===== src/rtl/mem_access.sv =====
// Memory-access pipeline stage: formats loads/stores for a ready-handshaked data bus,
// flags misaligned accesses and stalls the pipeline until the bus transaction completes.
module mem_access #(
    parameter bit BIG_ENDIAN = 1'b0
) (
    input  logic        clk,
    input  logic        rst,
    input  logic        stall,
    input  logic        flush,
    input  logic [31:0] mem_pc,
    input  logic [7:0]  mem_aluop,
    input  logic [31:0] mem_alures,
    input  logic [31:0] mem_wdata,
    input  logic [4:0]  mem_wraddr,
    input  logic        mem_wreg,
    output logic [31:0] out_memdata,
    output logic        out_wreg,
    output logic        stallreq,
    output logic        exc_adel,
    output logic        exc_ades,
    output logic [31:0] badvaddr,
    output logic        dbus_en,
    output logic [3:0]  dbus_wen,
    output logic [31:0] dbus_addr,
    output logic [31:0] dbus_wdata,
    input  logic [31:0] dbus_rdata,
    input  logic        dbus_ready
);

    localparam logic [7:0] OP_LB  = 8'h20;
    localparam logic [7:0] OP_LH  = 8'h21;
    localparam logic [7:0] OP_LW  = 8'h23;
    localparam logic [7:0] OP_LBU = 8'h24;
    localparam logic [7:0] OP_LHU = 8'h25;
    localparam logic [7:0] OP_SB  = 8'h28;
    localparam logic [7:0] OP_SH  = 8'h29;
    localparam logic [7:0] OP_SW  = 8'h2B;

    typedef enum logic [1:0] {
        S_IDLE  = 2'd0,
        S_WAIT  = 2'd1,
        S_DONE  = 2'd2,
        S_DRAIN = 2'd3
    } state_t;

    function automatic logic [31:0] load_fmt(input logic [7:0] op, input logic [1:0] bl,
                                             input logic hl, input logic [31:0] w);
        logic [7:0]  b;
        logic [15:0] h;
        b = w[{bl, 3'b000} +: 8];
        h = w[{hl, 4'b0000} +: 16];
        case (op)
            OP_LB:   load_fmt = {{24{b[7]}}, b};
            OP_LBU:  load_fmt = {24'h0, b};
            OP_LH:   load_fmt = {{16{h[15]}}, h};
            OP_LHU:  load_fmt = {16'h0, h};
            OP_LW:   load_fmt = w;
            default: load_fmt = 32'h0;
        endcase
    endfunction

    function automatic logic [3:0] store_wen(input logic [7:0] op, input logic [1:0] bl,
                                             input logic hl);
        case (op)
            OP_SB:   store_wen = 4'b0001 << bl;
            OP_SH:   store_wen = hl ? 4'b1100 : 4'b0011;
            OP_SW:   store_wen = 4'b1111;
            default: store_wen = 4'b0000;
        endcase
    endfunction

    function automatic logic [31:0] store_data(input logic [7:0] op, input logic [31:0] wd);
        case (op)
            OP_SB:   store_data = {4{wd[7:0]}};
            OP_SH:   store_data = {2{wd[15:0]}};
            OP_SW:   store_data = wd;
            default: store_data = 32'h0;
        endcase
    endfunction

    state_t      state_q, state_d;
    logic [31:0] buf_q, buf_d;
    logic [7:0]  op_q, op_d;
    logic [1:0]  bl_q, bl_d;
    logic        hl_q, hl_d;
    logic [31:0] addr_q, addr_d;
    logic [3:0]  wen_q, wen_d;
    logic [31:0] wdata_q, wdata_d;

    logic        is_load, is_store, is_half, is_word, misalign;
    logic [1:0]  bl;
    logic        hl;
    logic        unused_inputs;

    assign unused_inputs = ^{mem_pc, mem_wraddr};

    assign is_load  = (mem_aluop == OP_LB) || (mem_aluop == OP_LBU) || (mem_aluop == OP_LH) ||
                      (mem_aluop == OP_LHU) || (mem_aluop == OP_LW);
    assign is_store = (mem_aluop == OP_SB) || (mem_aluop == OP_SH) || (mem_aluop == OP_SW);
    assign is_half  = (mem_aluop == OP_LH) || (mem_aluop == OP_LHU) || (mem_aluop == OP_SH);
    assign is_word  = (mem_aluop == OP_LW) || (mem_aluop == OP_SW);
    assign misalign = (is_half && mem_alures[0]) || (is_word && (mem_alures[1:0] != 2'b00));
    // Lane indices are mirrored for a big-endian bus
    assign bl       = BIG_ENDIAN ? ~mem_alures[1:0] : mem_alures[1:0];
    assign hl       = BIG_ENDIAN ? ~mem_alures[1] : mem_alures[1];

    // Next-state, request capture and output decode
    always_comb begin
        state_d     = state_q;
        buf_d       = buf_q;
        op_d        = op_q;
        bl_d        = bl_q;
        hl_d        = hl_q;
        addr_d      = addr_q;
        wen_d       = wen_q;
        wdata_d     = wdata_q;
        out_memdata = 32'h0;
        out_wreg    = mem_wreg;
        stallreq    = 1'b0;
        exc_adel    = 1'b0;
        exc_ades    = 1'b0;
        badvaddr    = 32'h0;
        dbus_en     = 1'b0;
        dbus_wen    = 4'h0;
        dbus_addr   = 32'h0;
        dbus_wdata  = 32'h0;
        if (rst) begin
            state_d  = S_IDLE;
            buf_d    = 32'h0;
            out_wreg = 1'b0;
        end else begin
            case (state_q)
                S_IDLE: begin
                    if (flush) begin
                        out_wreg = 1'b0;
                    end else if ((is_load || is_store) && misalign) begin
                        exc_adel = is_load;
                        exc_ades = is_store;
                        badvaddr = mem_alures;
                        out_wreg = 1'b0;
                    end else if (is_load || is_store) begin
                        op_d       = mem_aluop;
                        bl_d       = bl;
                        hl_d       = hl;
                        addr_d     = {mem_alures[31:2], 2'b00};
                        wen_d      = store_wen(mem_aluop, bl, hl);
                        wdata_d    = store_data(mem_aluop, mem_wdata);
                        dbus_en    = 1'b1;
                        dbus_addr  = addr_d;
                        dbus_wen   = wen_d;
                        dbus_wdata = wdata_d;
                        stallreq   = 1'b1;
                        state_d    = S_WAIT;
                    end else begin
                        state_d = S_IDLE;
                    end
                end
                S_WAIT: begin
                    dbus_en    = 1'b1;
                    dbus_addr  = addr_q;
                    dbus_wen   = wen_q;
                    dbus_wdata = wdata_q;
                    stallreq   = 1'b1;
                    if (flush) begin
                        out_wreg = 1'b0;
                        state_d  = dbus_ready ? S_IDLE : S_DRAIN;
                    end else if (dbus_ready) begin
                        buf_d   = dbus_rdata;
                        state_d = S_DONE;
                    end else begin
                        state_d = S_WAIT;
                    end
                end
                S_DONE: begin
                    out_memdata = load_fmt(op_q, bl_q, hl_q, buf_q);
                    if (flush) begin
                        out_wreg = 1'b0;
                        state_d  = S_IDLE;
                    end else if (!stall) begin
                        state_d = S_IDLE;
                    end else begin
                        state_d = S_DONE;
                    end
                end
                S_DRAIN: begin
                    // The flushed request must still complete on the bus; its data is dropped
                    dbus_en    = 1'b1;
                    dbus_addr  = addr_q;
                    dbus_wen   = wen_q;
                    dbus_wdata = wdata_q;
                    stallreq   = 1'b1;
                    out_wreg   = 1'b0;
                    if (dbus_ready) begin
                        state_d = S_IDLE;
                    end else begin
                        state_d = S_DRAIN;
                    end
                end
                default: state_d = S_IDLE;
            endcase
        end
    end

    // State, captured request and read buffer registers
    always_ff @(posedge clk) begin
        if (rst) begin
            state_q <= S_IDLE;
            buf_q   <= 32'h0;
            op_q    <= 8'h0;
            bl_q    <= 2'b00;
            hl_q    <= 1'b0;
            addr_q  <= 32'h0;
            wen_q   <= 4'h0;
            wdata_q <= 32'h0;
        end else begin
            state_q <= state_d;
            buf_q   <= buf_d;
            op_q    <= op_d;
            bl_q    <= bl_d;
            hl_q    <= hl_d;
            addr_q  <= addr_d;
            wen_q   <= wen_d;
            wdata_q <= wdata_d;
        end
    end

endmodule


===== config.mk =====
export PLATFORM = sky130hd
export DESIGN_NAME = mem_access
export DESIGN_NICKNAME = d
export VERILOG_FILES = /design/src/rtl/mem_access.sv
export SDC_FILE = /design/constraint.sdc
export NUM_CORES = 1
export LEC_CHECK = 0
export BUFFER_PORTS_ARGS = -buffer_cell sky130_fd_sc_hd__buf_2
export CAP_MARGIN = 20
export CORE_MARGIN = 3
export CORE_UTILIZATION = 45
export CTS_CLUSTER_SIZE = 12
export DETAILED_ROUTE_END_ITERATION = 6
export PLACE_DENSITY = 0.81
export SYNTH_ARGS = -nofsm -noshare
export SYNTH_HDL_FRONTEND = slang
export SYNTH_SLANG_ARGS = --single-unit

===== constraint.sdc =====
create_clock -name clk -period 4.6 [get_ports clk]
set_input_delay 0.23 -clock clk [delete_from_list [all_inputs] [get_ports clk]]
set_output_delay 0.23 -clock clk [all_outputs]
set_load 0.05 [all_outputs]

# --- Word-level counts from Yosys, hierarchy flattened ---
# Cells that the tools add are included.
word_totals:
  reg_bits: 111
  output_inout_bits: 137
  wordCells: 104
classes:
  bitwise_logic: 2
  n_shift: 3
  n_reduce_logical: 21
  eq_ne: 18
  mux: 52
ops:
  columns: ["operator", "n"]
  rows:
  - ["$mux W32", 14]
  - ["$pmux W32 S5", 1]
  - ["$pmux W32 S2", 2]
  - ["$eq A8 B6 Y1 const B", 13]
  - ["$pmux W32 S3", 1]
  - ["$shiftx A32 B6 Y16", 1]
  - ["$shiftx A32 B6 Y8", 1]
  - ["$mux W4", 5]
  - ["$mux W1", 17]
  - ["$mux W2", 7]
  - ["$pmux W4 S3", 1]
  - ["$logic_or A1 B1 Y1", 11]
  - ["$pmux W2 S4", 1]
  - ["$pmux W4 S2", 1]
  - ["$eq A2 B2 Y1 const B", 2]
  - ["$ne A2 B2 Y1 const B", 2]
  - ["$reduce_and A4 Y1", 1]
  - ["$reduce_or A2 Y1", 2]
  - ["$shl A1 B2 Y4 const A", 1]
  - ["$logic_and A1 B1 Y1", 3]
  - ["$pmux W1 S3", 1]
  - ["$reduce_and A3 Y1", 1]
  - ["$eq A2 B1 Y1 const B", 1]
  - ["$logic_not A2 Y1", 1]
  - ["4 further kinds", 5]

# --- Longest topological paths before layout ---
# Gate-level depths: netlist of the first run.
logic_depth:
  word_depth: 11
  ltp_mapped: 8
  mapped_depth_nobuf: 6

# --- Worst setup path before layout of the first run ---
# Ideal clock, no wire load.
synth_timing:
  kind: "flip-flop to output port"
  from: "register state_q[0]"
  to: "output dbus_wdata[24]"
  path_slack_ns: 1.488
  path_buffers: 0
  arrival_time_ns: 2.882
  stages_incl_launch_ff: 7
  path_cell_list: "dfxtp_1 -> inv_1 -> ha_1 -> or4b_1 -> or3_4 -> nand2b_4 -> o21ai_0"
synth_between:
  elab_chain_cells: 4
  word_cells_on_any_way: 6
  cone_classes: "eq/ne (2); mux (2); reduce/logical (2)"
synth_lines:
  columns: ["element", "line_no", "source"]
  rows:
  - ["from (decl)", "81", "state_t state_q, state_d;"]
  - ["from (signal assigned)", "216", "state_q <= state_d;"]
  - ["$eq A2 B2 Y1 / $eq A2 B1 Y1 (equally long branches)", "132", "case (state_q)"]
  - ["$reduce_or A2 Y1 (no source line)", null, null]
  - ["$pmux W32 S2 *", "132", null]
  - ["$mux W32 *", "127", "if (rst) begin"]
  - ["to (decl)", "25", "output logic [31:0] dbus_wdata,"]
# Mark *: on every way between the ends. The rest lies on a longest branch, timed or not.

# --- Final worst setup path of the first run ---
layout_timing:
  from: "register state_q[0]"
  to: "output dbus_wdata[7]"
# The elaborated chain is that of the path after synthesis.

==> results of run 1 <==
-- logic make-up (layout without fill, tap and decap cells) --
group,count (synthesis),count (layout),share of synthesized area [%]
compound gates,333,333,28.7
mux,25,25,3.93
other cells,1,3,0.0563
fa+ha+maj,7,7,1.31
buf+inv,101,281,6.14
flops,110,110,33.1
simple gates,332,332,26.8
-- stage by stage --
| stage | cell area (um^2) | hold slack, ns | power, mW |
|---|---|---|---|
| after global placement | 7830 | 0.447 | 1.19 |
| final | 8210 | 0.108 | 2.00 |
| after global routing | 8210 | 0.107 | 2.06 |
| after floorplan | 6670 | 0.366 | 1.11 |
| after detailed placement | 7830 | 0.450 | 1.20 |
| after CTS | 8140 | 0.0986 | 2.00 |
-- how the worst max path moves through the flow --
stage,startpoint,end,slack (ns),cells past startpoint
after floorplan,state_q[0],dbus_wdata[24],1.49,6
after global placement,mem_aluop[1],exc_adel,1.65,6
after detailed placement,mem_aluop[1],exc_adel,1.60,6
after CTS,state_q[0],dbus_wdata[7],1.33,7
after global routing,state_q[0],dbus_addr[25],1.12,7
final,state_q[0],dbus_wdata[7],1.31,7
-- cell usage after synthesis (3+ instances only) --
cell type and instances:
and2_1 43, ha_1 7, o21a_1 10, nand4b_1 9, a211oi_1 16, mux2_2 9, nand2_1 133, o21ai_0 83
nor3_4 3, buf_2 8, dfxtp_1 110, a22o_1 28, o211ai_1 3, nand3_1 67, nor2b_1 4, clkbuf_1 80
a31oi_1 3, a22oi_1 8, nand4_1 12, nor3b_1 3, mux2i_1 16, nand2b_1 19, a21oi_1 171, buf_4 3
nor2_1 13, or3b_2 8, inv_1 7
-- flip-flops by register name, indices dropped and copies added (netlist names) --
name     count
addr_q      30
bl_q         2
buf_q       32
op_q         8
state_q      2
wdata_q     32
wen_q        4
-- worst min-delay path: cells and delay by family --
family | cells | cell delay [ns]
buffers and inverters | 1 | 0.10
AO/OA/AOI/OAI | 1 | 0.05
AND/OR/NAND/NOR | 1 | 0.04
-- report_power, final --
part | total [mW] | internal, mW | switching, mW
registers | 0.957 | 0.954 | 0.00258
logic | 0.223 | 0.0715 | 0.151
clock network | 0.816 | 0.441 | 0.375
-- cell usage in the layout (no fill, tap or decap), types with 8 or more instances in the layout --
master	synthesis	routed
nor2_1	13	13
clkbuf_16	0	10
and2_1	43	42
a22o_1	28	28
nand3_1	67	67
or3b_2	8	8
nand2_1	133	132
a22oi_1	8	8
a211oi_1	16	16
a21oi_1	171	171
mux2i_1	16	16
nand2b_1	19	19
o21ai_0	83	83
buf_4	3	12
o21a_1	10	10
buf_2	8	243
dfxtp_1	110	110
nand4_1	12	12
mux2_2	9	9
nand4b_1	9	9
-- area by class of cell --
cell class | count | area [um^2] | share of cell area [%]
antenna | 1 | 2.50 | 0.0305
clock buffer | 10 | 239 | 2.91
timing repair buffer | 258 | 1370 | 16.7
inverter | 7 | 26.3 | 0.320
multi-input combinational | 699 | 4080 | 49.6
sequential | 110 | 2200 | 26.8
clock inverter | 6 | 67.6 | 0.823
tap | 180 | 225 | 2.74
-- per-layer routing --
| metal | part of all wire, % | GRT usage, % | routed length (um) |
|---|---|---|---|
| met5 | 0 | 0 | 0 |
| met4 | 1.9 | 8.93 | 420 |
| met3 | 8.4 | 5.96 | 1860 |
| met2 | 49 | 43.3 | 10900 |
| met1 | 41 | 32.6 | 9000 |
==> metrics.txt, run 1 <==
# TYPE chip_impl_metric gauge
chip_impl_metric{name="grt_use_total",unit="%"} 25.8
chip_impl_metric{name="worst_pin_slew",unit="ns"} 0.946
chip_impl_metric{name="die_h",unit="um"} 128
chip_impl_metric{name="ctsResizeCount",unit=""} 0
chip_impl_metric{name="fp.coreArea",unit="um^2"} 14200
chip_impl_metric{name="final.setup.worst_slack",unit="ns"} 1.31
chip_impl_metric{name="fill_cells",unit=""} 1346
chip_impl_metric{name="design.final.nets",unit=""} 1239
chip_impl_metric{name="overflow",unit=""} 0
chip_impl_metric{name="slew_viol_final",unit=""} 0
chip_impl_metric{name="critPathRequiredTime",unit="ns"} 4.37
chip_impl_metric{name="clk_pin_slew_worst_paths",unit="ns"} 0.08
chip_impl_info{name="r2r_end",value="wdata_q[26]"} 1
chip_impl_metric{name="pre_cts_ws",unit="ns"} 1.60
chip_impl_info{name="run_status",value="finished clean"} 1
chip_impl_metric{name="crit_path_max_incr_delay",unit="ns"} 0.52
chip_impl_metric{name="cts.htree.levels",unit=""} 3
chip_impl_metric{name="critical_path_arrival",unit="ns"} 3.06
chip_impl_metric{name="whs_path_depth",unit=""} 3
chip_impl_info{name="min-delay-path-class",value="in2reg"} 1
chip_impl_metric{name="final_min_period_over_clock_period",unit="%"} 71.5
chip_impl_info{name="crit_path_cell_trace",value="inv_1, ha_1, or4b_1, or3_4, nor3_4, a22o_1, buf_2"} 1
chip_impl_metric{name="initial_core_util",unit="%"} 46.9
chip_impl_info{name="critPathCaptureType",value="primary output"} 1
chip_impl_metric{name="total_leakage_power",unit="nW"} 3.33
chip_impl_metric{name="sequential_to_total_area_share_from_yosys_stat",unit="%"} 33.1
chip_impl_metric{name="synthDominantCellAreaShare",unit="%"} 33.1
chip_impl_metric{name="hold_viol_final",unit=""} 0
chip_impl_metric{name="worst_clock_skew",unit="ns"} 0.0123
chip_impl_metric{name="drc",unit=""} 0
chip_impl_metric{name="clock_insertion_delay_worst_skew",unit="ns"} 0.36
chip_impl_metric{name="top_level_ports",unit=""} 284
chip_impl_metric{name="viasPerCell",unit=""} 5.87
chip_impl_info{name="clk_root_buffer_cell",value="clkbuf_16"} 1
chip_impl_info{name="critPathKind",value="reg2out"} 1
chip_impl_metric{name="gpl.final_weighted_congestion",unit=""} 0.873
chip_impl_metric{name="synth-seq-cells",unit=""} 110
chip_impl_metric{name="post_route_cells_drive_above_1_share",unit="%"} 28.5
chip_impl_metric{name="r2r_setup_slack",unit="ns"} 1.78
chip_impl_metric{name="synth_cells",unit=""} 909
chip_impl_metric{name="cts_hold_repair_buffers",unit=""} 0
chip_impl_metric{name="yosysWarnings",unit=""} 0
chip_impl_metric{name="numPortBuffers",unit=""} 244
chip_impl_metric{name="postSynthAreaPerCell",unit="um^2"} 7.33
chip_impl_metric{name="dp.final_hpwl",unit="um"} 14800
chip_impl_metric{name="grt_antenna_before_repair",unit=""} 1
chip_impl_info{name="hold-path-endpoint",value="buf_q[12]"} 1
chip_impl_info{name="ys.flop_type",value="dfxtp_1"} 1
chip_impl_metric{name="cts_buffers",unit=""} 9
chip_impl_metric{name="unique_masters_post_synth",unit=""} 54
chip_impl_metric{name="detail_route.iter0.violations",unit=""} 693
chip_impl_metric{name="route.detailed.wl_per_inst",unit="um"} 17.4
chip_impl_metric{name="path_max_fanout",unit=""} 8
chip_impl_metric{name="worst_r2r_path_depth",unit=""} 7
chip_impl_info{name="rr_startpoint",value="state_q[0]"} 1
chip_impl_metric{name="count_of_buffers_added_by_post_cts_timing_repair_for_setup",unit=""} 0
chip_impl_metric{name="drt-total-wl",unit="um"} 22200
chip_impl_metric{name="grt_max_degree",unit=""} 75
chip_impl_metric{name="grt_pass1_vias",unit=""} 6927
chip_impl_metric{name="syn2layout_area_growth",unit="%"} 23.3
chip_impl_info{name="synth.largest_area_cell",value="dfxtp_1"} 1
chip_impl_metric{name="placementRows",unit=""} 43
chip_impl_metric{name="grt_pass1_wl",unit="um"} 34500
chip_impl_info{name="timing.hold.worst.start",value="dbus_rdata[12]"} 1
chip_impl_metric{name="dpl.cell_count",unit=""} 1250
chip_impl_metric{name="share_of_the_core_filled_with_cells",unit="%"} 57.8
chip_impl_metric{name="power.density",unit="nW/um^2"} 243
chip_impl_info{name="cts_tree",value="done"} 1
chip_impl_info{name="worst_path_max_delay_cell",value="or4b_1"} 1
chip_impl_metric{name="instances_no_fill",unit=""} 1271
chip_impl_metric{name="fp.dieArea",unit="um^2"} 16300
chip_impl_info{name="synth.top_cells.by_area",value="dfxtp_1, a21oi_1, nand2_1, o21ai_0, nand3_1"} 1
chip_impl_metric{name="setup-tns-final",unit="ns"} 0
chip_impl_metric{name="die_w",unit="um"} 128
chip_impl_metric{name="vdd.ir_drop.worst",unit="mV"} 0.207
chip_impl_metric{name="achievable-frequency",unit="GHz"} 0.304
chip_impl_metric{name="detailedRoute.firstPassIterationCount",unit=""} 5
chip_impl_metric{name="asyncSetResetFlopFracSynth",unit="%"} 0
chip_impl_info{name="kind_of_start_point_of_the_critical_path",value="flip-flop"} 1
chip_impl_info{name="cp_top_family",value="simple AND/OR/NAND/NOR gates"} 1
chip_impl_metric{name="postRouteAntennaNets",unit=""} 0
chip_impl_metric{name="crit_buf_inv",unit=""} 2
chip_impl_metric{name="maxSlewHeadroom",unit="%"} 36.9
chip_impl_metric{name="clock_sinks",unit=""} 110
chip_impl_metric{name="via_count",unit=""} 7467
chip_impl_metric{name="syn_area",unit="um^2"} 6660
chip_impl_metric{name="ctsLongestPathBuffers",unit=""} 2
chip_impl_info{name="rsz0062_at_grt",value="false"} 1
chip_impl_metric{name="max_cap_violations",unit=""} 0
chip_impl_metric{name="count_of_flip_flops_with_a_built_in_enable_after_synthesis",unit=""} 0
chip_impl_metric{name="period_needed",unit="ns"} 3.29
chip_impl_metric{name="setup_viol",unit=""} 0
Power figures use the tool's default switching activity.
==> run 2: changes to the inputs <==
--- a/config.mk
+++ b/config.mk
@@ -8,10 +8,10 @@
 export BUFFER_PORTS_ARGS = -buffer_cell sky130_fd_sc_hd__buf_2
 export CAP_MARGIN = 20
 export CORE_MARGIN = 3
-export CORE_UTILIZATION = 45
+export CORE_UTILIZATION = 44
 export CTS_CLUSTER_SIZE = 12
 export DETAILED_ROUTE_END_ITERATION = 6
-export PLACE_DENSITY = 0.81
+export PLACE_DENSITY = 0.83
 export SYNTH_ARGS = -nofsm -noshare
 export SYNTH_HDL_FRONTEND = slang
 export SYNTH_SLANG_ARGS = --single-unit
==> constraint.sdc (replaced) <==
create_clock -name clk -period 2.7 [get_ports clk]
set_input_delay 0.135 -clock clk [delete_from_list [all_inputs] [get_ports clk]]
set_output_delay 0.135 -clock clk [all_outputs]
set_load 0.05 [all_outputs]
==> metrics.txt, run 2 (synthesized netlist as in run 1, its figures left out) <==
# TYPE chip_impl_metric gauge
chip_impl_info{name="mostFrequentLayoutCell",value="buf_2"} 1
chip_impl_metric{name="fp.dieArea",unit="um^2"} 16700
chip_impl_metric{name="dpl.cell_count",unit=""} 1278
chip_impl_metric{name="global_route_track_usage_on_met3",unit="%"} 5.44
chip_impl_metric{name="detailedRoute.firstPassIterationCount",unit=""} 6
chip_impl_metric{name="fin_area",unit="um^2"} 8470
chip_impl_metric{name="drc",unit=""} 0
chip_impl_metric{name="via_count",unit=""} 7606
chip_impl_metric{name="clock_insertion_delay_worst_skew",unit="ns"} 0.35
chip_impl_metric{name="post_route_cells_drive_above_1_share",unit="%"} 30.2
chip_impl_info{name="run_status",value="finished clean"} 1
chip_impl_metric{name="power.density",unit="nW/um^2"} 400
chip_impl_metric{name="slew_viol_final",unit=""} 0
chip_impl_metric{name="worst_clock_skew",unit="ns"} 0.00574
chip_impl_info{name="clk_root_buffer_cell",value="clkbuf_16"} 1
chip_impl_metric{name="die_h",unit="um"} 129
chip_impl_info{name="cts_tree",value="done"} 1
chip_impl_metric{name="share_of_the_core_filled_with_cells",unit="%"} 57.6
chip_impl_metric{name="grtUsageMet1",unit="%"} 33.4
chip_impl_metric{name="fp.coreArea",unit="um^2"} 14700
chip_impl_metric{name="placementRows",unit=""} 44
chip_impl_metric{name="total_leakage_power",unit="nW"} 3.44
chip_impl_metric{name="period_needed",unit="ns"} 2.63
chip_impl_metric{name="cts_buffers",unit=""} 9
chip_impl_metric{name="grt_antenna_before_repair",unit=""} 1
chip_impl_metric{name="instances_no_fill",unit=""} 1296
chip_impl_info{name="critPathCaptureType",value="primary output"} 1
chip_impl_info{name="mostFrequentLayoutCells",value="buf_2, a21oi_1, nand2_1, dfxtp_1, o21ai_0"} 1
chip_impl_metric{name="global_routing_met2_resource_utilization",unit="%"} 41.6
chip_impl_metric{name="grt_max_degree",unit=""} 68
chip_impl_metric{name="pre_cts_ws",unit="ns"} 0.277
chip_impl_metric{name="clk_pin_slew_worst_paths",unit="ns"} 0.07
chip_impl_info{name="rsz0062_at_grt",value="true"} 1
chip_impl_metric{name="postRouteAntennaNets",unit=""} 0
chip_impl_info{name="kind_of_start_point_of_the_critical_path",value="flip-flop"} 1
chip_impl_info{name="regs_by_ff_count",value="buf_q: 32 flops, wdata_q: 32 flops, addr_q: 30 flops"} 1
chip_impl_metric{name="worst_pin_slew",unit="ns"} 0.727
chip_impl_metric{name="drt-total-wl",unit="um"} 22100
chip_impl_metric{name="ctsLongestPathBuffers",unit=""} 2
chip_impl_metric{name="top_level_ports",unit=""} 284
chip_impl_metric{name="grt_pass1_wl",unit="um"} 34200
chip_impl_metric{name="detail_route.iter0.violations",unit=""} 681
chip_impl_metric{name="setup_viol",unit=""} 0
chip_impl_metric{name="syn2layout_area_growth",unit="%"} 27.1
chip_impl_metric{name="setup-tns-final",unit="ns"} 0
chip_impl_metric{name="final_min_period_over_clock_period",unit="%"} 97.5
chip_impl_metric{name="dp.final_hpwl",unit="um"} 15400
chip_impl_metric{name="cts_hold_repair_buffers",unit=""} 0
chip_impl_info{name="grt.busiest_layer",value="met2"} 1
chip_impl_metric{name="final.setup.worst_slack",unit="ns"} 0.0673
chip_impl_metric{name="initial_core_util",unit="%"} 45.3
chip_impl_metric{name="max_cap_violations",unit=""} 0
chip_impl_metric{name="grt_use_total",unit="%"} 25.3
chip_impl_info{name="critPathKind",value="reg2out"} 1
chip_impl_metric{name="cts.htree.levels",unit=""} 3
chip_impl_metric{name="overflow",unit=""} 0
chip_impl_info{name="min-delay-path-class",value="in2reg"} 1
chip_impl_metric{name="critical_path_arrival",unit="ns"} 2.50
chip_impl_metric{name="placed_cell_area",unit="um^2"} 8040
chip_impl_metric{name="vdd.ir_drop.worst",unit="mV"} 0.328
chip_impl_metric{name="viasPerCell",unit=""} 5.87
chip_impl_metric{name="grt_pass1_vias",unit=""} 6774
chip_impl_metric{name="die_w",unit="um"} 129
chip_impl_metric{name="achievable-frequency",unit="GHz"} 0.380
chip_impl_metric{name="path_max_fanout",unit=""} 8
chip_impl_metric{name="clock_sinks",unit=""} 110
chip_impl_metric{name="gpl.final_weighted_congestion",unit=""} 0.974
chip_impl_metric{name="numPortBuffers",unit=""} 244
chip_impl_metric{name="design.final.nets",unit=""} 1261
chip_impl_metric{name="maxSlewHeadroom",unit="%"} 51.4
chip_impl_metric{name="route.detailed.wl_per_inst",unit="um"} 17.0
chip_impl_metric{name="critPathRequiredTime",unit="ns"} 2.57
chip_impl_metric{name="hold_viol_final",unit=""} 0
## run 2: changes by cell type in the layout (fill, tap and decap cells not counted), moves of 2 or more
| cell | previous run | this run |
|---|---|---|
| buf_4 | 12 | 45 |
| buf_2 | 243 | 223 |
| buf_12 | 0 | 4 |
| buf_6 | 0 | 4 |
| clkbuf_4 | 0 | 4 |
| o21ai_0 | 83 | 79 |
| o21ai_1 | 1 | 4 |
| clkinvlp_4 | 2 | 0 |
## run 2: timing repair
item	CTS	global route
setup endpoints to repair	29	64
pin swaps	1	2
setup buffers	1	1
endpoints found under the hold margin	0	0
gates resized for setup	13	25
## run 2: layout make-up
cell class,instances,area (um^2)
fillers,1395,6230
multi-input cells,699,4100
flip-flops and latches,110,2200
repair buffers,280,1610
clock buffers,11,253
well taps,184,230
clock inverters,3,43.8
inverters,7,26.3
diodes,2,5.00
## run 2: per-stage QoR
stage               hold slack (ns)  total power, mW
CTS                         0.00515             3.40
finish                       0.0160             3.38
detailed placement            0.384             2.05
floorplan                     0.271             1.88
global route                0.00986             3.49
global placement              0.383             2.05
## run 2: worst paths after layout
path | startpoint | endpoint | slack (ns) | cells after the start
setup / recovery | state_q[0] | dbus_wdata[24] | 0.07 | 7
hold / removal | dbus_rdata[18] | buf_q[18] | 0.02 | 3
setup reg to reg | state_q[1] | wdata_q[25] | 0.60 | 9
hold reg to reg | buf_q[4] | buf_q[4] | 0.46 | 2
## run 2: per-layer routing
| layer | wire, um | share of wire (%) |
|---|---|---|
| met1 | 8880 | 40 |
| met2 | 10700 | 49 |
| met3 | 1900 | 8.6 |
| met4 | 585 | 2.6 |
| met5 | 0 | 0 |
## run 2: power by group
group / leakage (nW) / internal, mW / total (mW) / switching (mW)
registers: 0.886 / 1.63 / 1.63 / 0.00384
clock network: 0.148 / 0.762 / 1.36 / 0.597
logic: 2.41 / 0.131 / 0.395 / 0.263
## run 2: critical path, cell delays in order, from the launching register on
cell and delay (ns):
dfxtp_1 0.33, inv_1 0.07, ha_1 0.21, or4b_1 0.49, or3_4 0.37, nand2b_4 0.21
o21ai_1 0.23, buf_4 0.23
==> run 3: changes to the inputs <==
--- a/config.mk
+++ b/config.mk
@@ -5,13 +5,15 @@
 export SDC_FILE = /design/constraint.sdc
 export NUM_CORES = 1
 export LEC_CHECK = 0
+export ABC_AREA = 1
 export BUFFER_PORTS_ARGS = -buffer_cell sky130_fd_sc_hd__buf_2
 export CAP_MARGIN = 20
 export CORE_MARGIN = 3
 export CORE_UTILIZATION = 44
 export CTS_CLUSTER_SIZE = 12
 export DETAILED_ROUTE_END_ITERATION = 6
-export PLACE_DENSITY = 0.83
+export GPL_TIMING_DRIVEN = 0
+export PLACE_DENSITY = 0.82
 export SYNTH_ARGS = -nofsm -noshare
 export SYNTH_HDL_FRONTEND = slang
 export SYNTH_SLANG_ARGS = --single-unit
==> metrics.txt, run 3 <==
# TYPE chip_impl_metric gauge
chip_impl_metric{name="detailedRoute.firstPassIterationCount",unit=""} 5
chip_impl_metric{name="syn2layout_area_growth",unit="%"} 35.8
chip_impl_info{name="mostFrequentLayoutCells",value="nor2_1, nand2_1, buf_2, dfxtp_1, nand3_1"} 1
chip_impl_metric{name="whs_path_depth",unit=""} 3
chip_impl_metric{name="syn_area",unit="um^2"} 6780
chip_impl_metric{name="hold_viol_final",unit=""} 0
chip_impl_metric{name="final.setup.worst_slack",unit="ns"} 0.107
chip_impl_metric{name="placementRows",unit=""} 44
chip_impl_metric{name="worst_r2r_path_depth",unit=""} 13
chip_impl_metric{name="slew_viol_final",unit=""} 0
chip_impl_metric{name="die_h",unit="um"} 130
chip_impl_metric{name="final_min_period_over_clock_period",unit="%"} 96.1
chip_impl_metric{name="detail_route.iter0.violations",unit=""} 848
chip_impl_metric{name="cts_buffers",unit=""} 9
chip_impl_metric{name="postSynthAreaPerCell",unit="um^2"} 5.93
chip_impl_info{name="run_status",value="finished clean"} 1
chip_impl_metric{name="unique_masters_post_synth",unit=""} 33
chip_impl_metric{name="postRouteAntennaNets",unit=""} 0
chip_impl_metric{name="worst_clock_skew",unit="ns"} 0.0115
chip_impl_metric{name="synth_cells",unit=""} 1143
chip_impl_metric{name="grt_pass1_vias",unit=""} 7617
chip_impl_metric{name="power.density",unit="nW/um^2"} 373
chip_impl_metric{name="max_cap_violations",unit=""} 0
chip_impl_metric{name="gpl.final_weighted_congestion",unit=""} 0.977
chip_impl_metric{name="grt_antenna_before_repair",unit=""} 2
chip_impl_metric{name="vdd.ir_drop.worst",unit="mV"} 0.305
chip_impl_metric{name="critical_path_arrival",unit="ns"} 2.46
chip_impl_metric{name="setup-tns-final",unit="ns"} 0
chip_impl_metric{name="fp.dieArea",unit="um^2"} 16900
chip_impl_metric{name="synthDominantCellAreaShare",unit="%"} 32.5
chip_impl_metric{name="clk_pin_slew_worst_paths",unit="ns"} 0.08
chip_impl_metric{name="final-seq-area",unit="um^2"} 2200
chip_impl_info{name="kind_of_start_point_of_the_critical_path",value="flip-flop"} 1
chip_impl_metric{name="design.final.nets",unit=""} 1565
chip_impl_metric{name="share_of_the_core_filled_with_cells",unit="%"} 62.2
chip_impl_info{name="synth.top_cells.by_area",value="dfxtp_1, nor2_1, nand2_1, a21oi_1, nand3_1"} 1
chip_impl_metric{name="overflow",unit=""} 0
chip_impl_info{name="rr_startpoint",value="state_q[0]"} 1
chip_impl_metric{name="route.detailed.wl_per_inst",unit="um"} 16.1
chip_impl_metric{name="asyncSetResetFlopFracSynth",unit="%"} 0
chip_impl_metric{name="count_of_flip_flops_with_a_built_in_enable_after_synthesis",unit=""} 0
chip_impl_metric{name="fp.coreArea",unit="um^2"} 14800
chip_impl_info{name="mostFrequentLayoutCell",value="nor2_1"} 1
chip_impl_info{name="synth.largest_area_cell",value="dfxtp_1"} 1
chip_impl_metric{name="clock_sinks",unit=""} 110
chip_impl_metric{name="numPortBuffers",unit=""} 244
chip_impl_metric{name="synth-seq-cells",unit=""} 110
chip_impl_metric{name="grt_max_degree",unit=""} 20
chip_impl_metric{name="r2r_setup_slack",unit="ns"} 0.44
chip_impl_metric{name="ctsLongestPathBuffers",unit=""} 2
chip_impl_info{name="critPathKind",value="reg2out"} 1
chip_impl_metric{name="yosysWarnings",unit=""} 0
chip_impl_metric{name="die_w",unit="um"} 130
chip_impl_metric{name="grt_pass1_wl",unit="um"} 38200
chip_impl_info{name="timing.hold.worst.start",value="dbus_rdata[18]"} 1
chip_impl_metric{name="total_leakage_power",unit="nW"} 4.36
chip_impl_metric{name="multi_input_comb_area",unit="um^2"} 4030
chip_impl_metric{name="achievable-frequency",unit="GHz"} 0.386
chip_impl_metric{name="cts.htree.levels",unit=""} 3
chip_impl_info{name="setup.worst_path.start",value="state_q[0]"} 1
chip_impl_info{name="cts_tree",value="done"} 1
chip_impl_metric{name="dp.final_hpwl",unit="um"} 19000
chip_impl_metric{name="path_max_fanout",unit=""} 11
chip_impl_metric{name="maxSlewHeadroom",unit="%"} 46.4
chip_impl_metric{name="clock_insertion_delay_worst_skew",unit="ns"} 0.36
chip_impl_metric{name="viasPerCell",unit=""} 5.42
chip_impl_info{name="critPathCaptureType",value="primary output"} 1
chip_impl_info{name="rsz0062_at_grt",value="false"} 1
chip_impl_info{name="min-delay-path-class",value="in2reg"} 1
chip_impl_info{name="synth_most_common_cell",value="nor2_1"} 1
chip_impl_metric{name="worst_pin_slew",unit="ns"} 0.804
chip_impl_info{name="synth_common_cells",value="nor2_1, nand2_1, dfxtp_1"} 1
chip_impl_metric{name="grt_use_total",unit="%"} 28.4
chip_impl_metric{name="post_route_cells_drive_above_1_share",unit="%"} 26.8
chip_impl_metric{name="via_count",unit=""} 8685
chip_impl_metric{name="period_needed",unit="ns"} 2.59
chip_impl_metric{name="drc",unit=""} 0
chip_impl_info{name="hold-path-endpoint",value="buf_q[18]"} 1
chip_impl_metric{name="cts_hold_repair_buffers",unit=""} 0
chip_impl_info{name="r2r_end",value="wdata_q[10]"} 1
chip_impl_info{name="clk_root_buffer_cell",value="clkbuf_16"} 1
chip_impl_metric{name="setup_viol",unit=""} 0
chip_impl_info{name="ys.flop_type",value="dfxtp_1"} 1
chip_impl_metric{name="top_level_ports",unit=""} 284
chip_impl_info{name="regs_by_ff_count",value="buf_q: 32 flops, wdata_q: 32 flops, addr_q: 30 flops"} 1
chip_impl_metric{name="pre_cts_ws",unit="ns"} -0.601
chip_impl_metric{name="dpl.cell_count",unit=""} 1572
chip_impl_metric{name="instances_no_fill",unit=""} 1601
chip_impl_metric{name="sequential_to_total_area_share_from_yosys_stat",unit="%"} 32.5
chip_impl_metric{name="critPathRequiredTime",unit="ns"} 2.57
chip_impl_metric{name="initial_core_util",unit="%"} 45.8
chip_impl_metric{name="drt-total-wl",unit="um"} 25800
chip_impl_metric{name="fill_cells",unit=""} 1394
[run 3: cell types whose count changed after synthesis, moves of 19 or more]
cell | before | now
clkbuf_1 | 80 | 53
nand3_1 | 67 | 90
a21oi_1 | 171 | 105
and2_1 | 43 | 1
a22o_1 | 28 | 0
nor2_1 | 13 | 279
o21ai_1 | 1 | 23
nand2b_1 | 19 | 0
nand2_1 | 133 | 216
inv_1 | 7 | 86
[run 3: cells by family (layout without fill, tap and decap cells)]
kind of cell	Yosys count	after routing	share of synthesized area, %
buf+inv	174	446	10.8
compound gates	234	234	17.9
flops	110	110	32.5
fa+ha+maj	7	7	1.29
other cells	1	3	0.0553
mux	2	2	0.295
simple gates	615	615	37.2
[run 3: how the worst max path moves through the flow]
stage / to / slack, ns / cells past startpoint
after floorplan: dbus_addr[17] / -0.14 / 9
after global placement: dbus_wdata[6] / -0.55 / 10
after detailed placement: dbus_wdata[8] / -0.60 / 10
after CTS: dbus_wdata[4] / 0.03 / 8
after global routing: dbus_wen[3] / 0.005 / 8
final: dbus_wdata[28] / 0.11 / 8
[run 3: layer usage]
metal	vias to the layer above	track usage, %	part of all wire (%)
li1	4188	-	-
met1	3925	37.3	41
met2	497	47.0	46
met3	73	5.44	9.7
met4	2	9.29	3.2
met5	-	0	0.054
[run 3: repair_timing]
| item | 4_1_cts | 5_1_grt |
|---|---|---|
| pin swaps | 6 | 7 |
| cloned | 3 | 2 |
| setup buffers | 10 | 0 |
| resized for setup | 120 | 41 |
| endpoints found under the setup margin | 149 | 87 |
[run 3: through the flow]
stage	hold slack [ns]	cell area (um^2)	total power [mW]
after floorplan	0.270	6840	1.86
after global placement	0.391	8290	2.02
after detailed placement	0.396	8290	2.02
after CTS	0.0276	9040	3.41
after global routing	0.0376	9210	3.52
final	0.0358	9210	3.43
[run 3: power breakdown]
group | switching, mW | internal [mW] | leakage, nW | total [mW]
combinational | 0.245 | 0.130 | 3.32 | 0.374
clock | 0.678 | 0.735 | 0.148 | 1.41
sequential | 0.00878 | 1.64 | 0.887 | 1.64
total | 0.931 | 2.50 | 4.36 | 3.43
[run 3: final cells by class]
type	instances	share of cell area, %
sequential	110	23.9
clock inverter	7	0.869
timing repair buffer	258	17.7
buffer	79	4.93
multi-input combinational	860	43.8
clock buffer	9	2.45
inverter	93	3.87
antenna	1	0.0272
tap	184	2.50
[run 3: critical path, stage by stage, from the launching register on]
cell and delay (ns):
dfxtp_2 0.34, clkbuf_8 0.18, inv_6 0.05, ha_1 0.23, or2_2 0.29, clkbuf_1 0.13
clkbuf_1 0.36, a21oi_2 0.31, buf_6 0.20
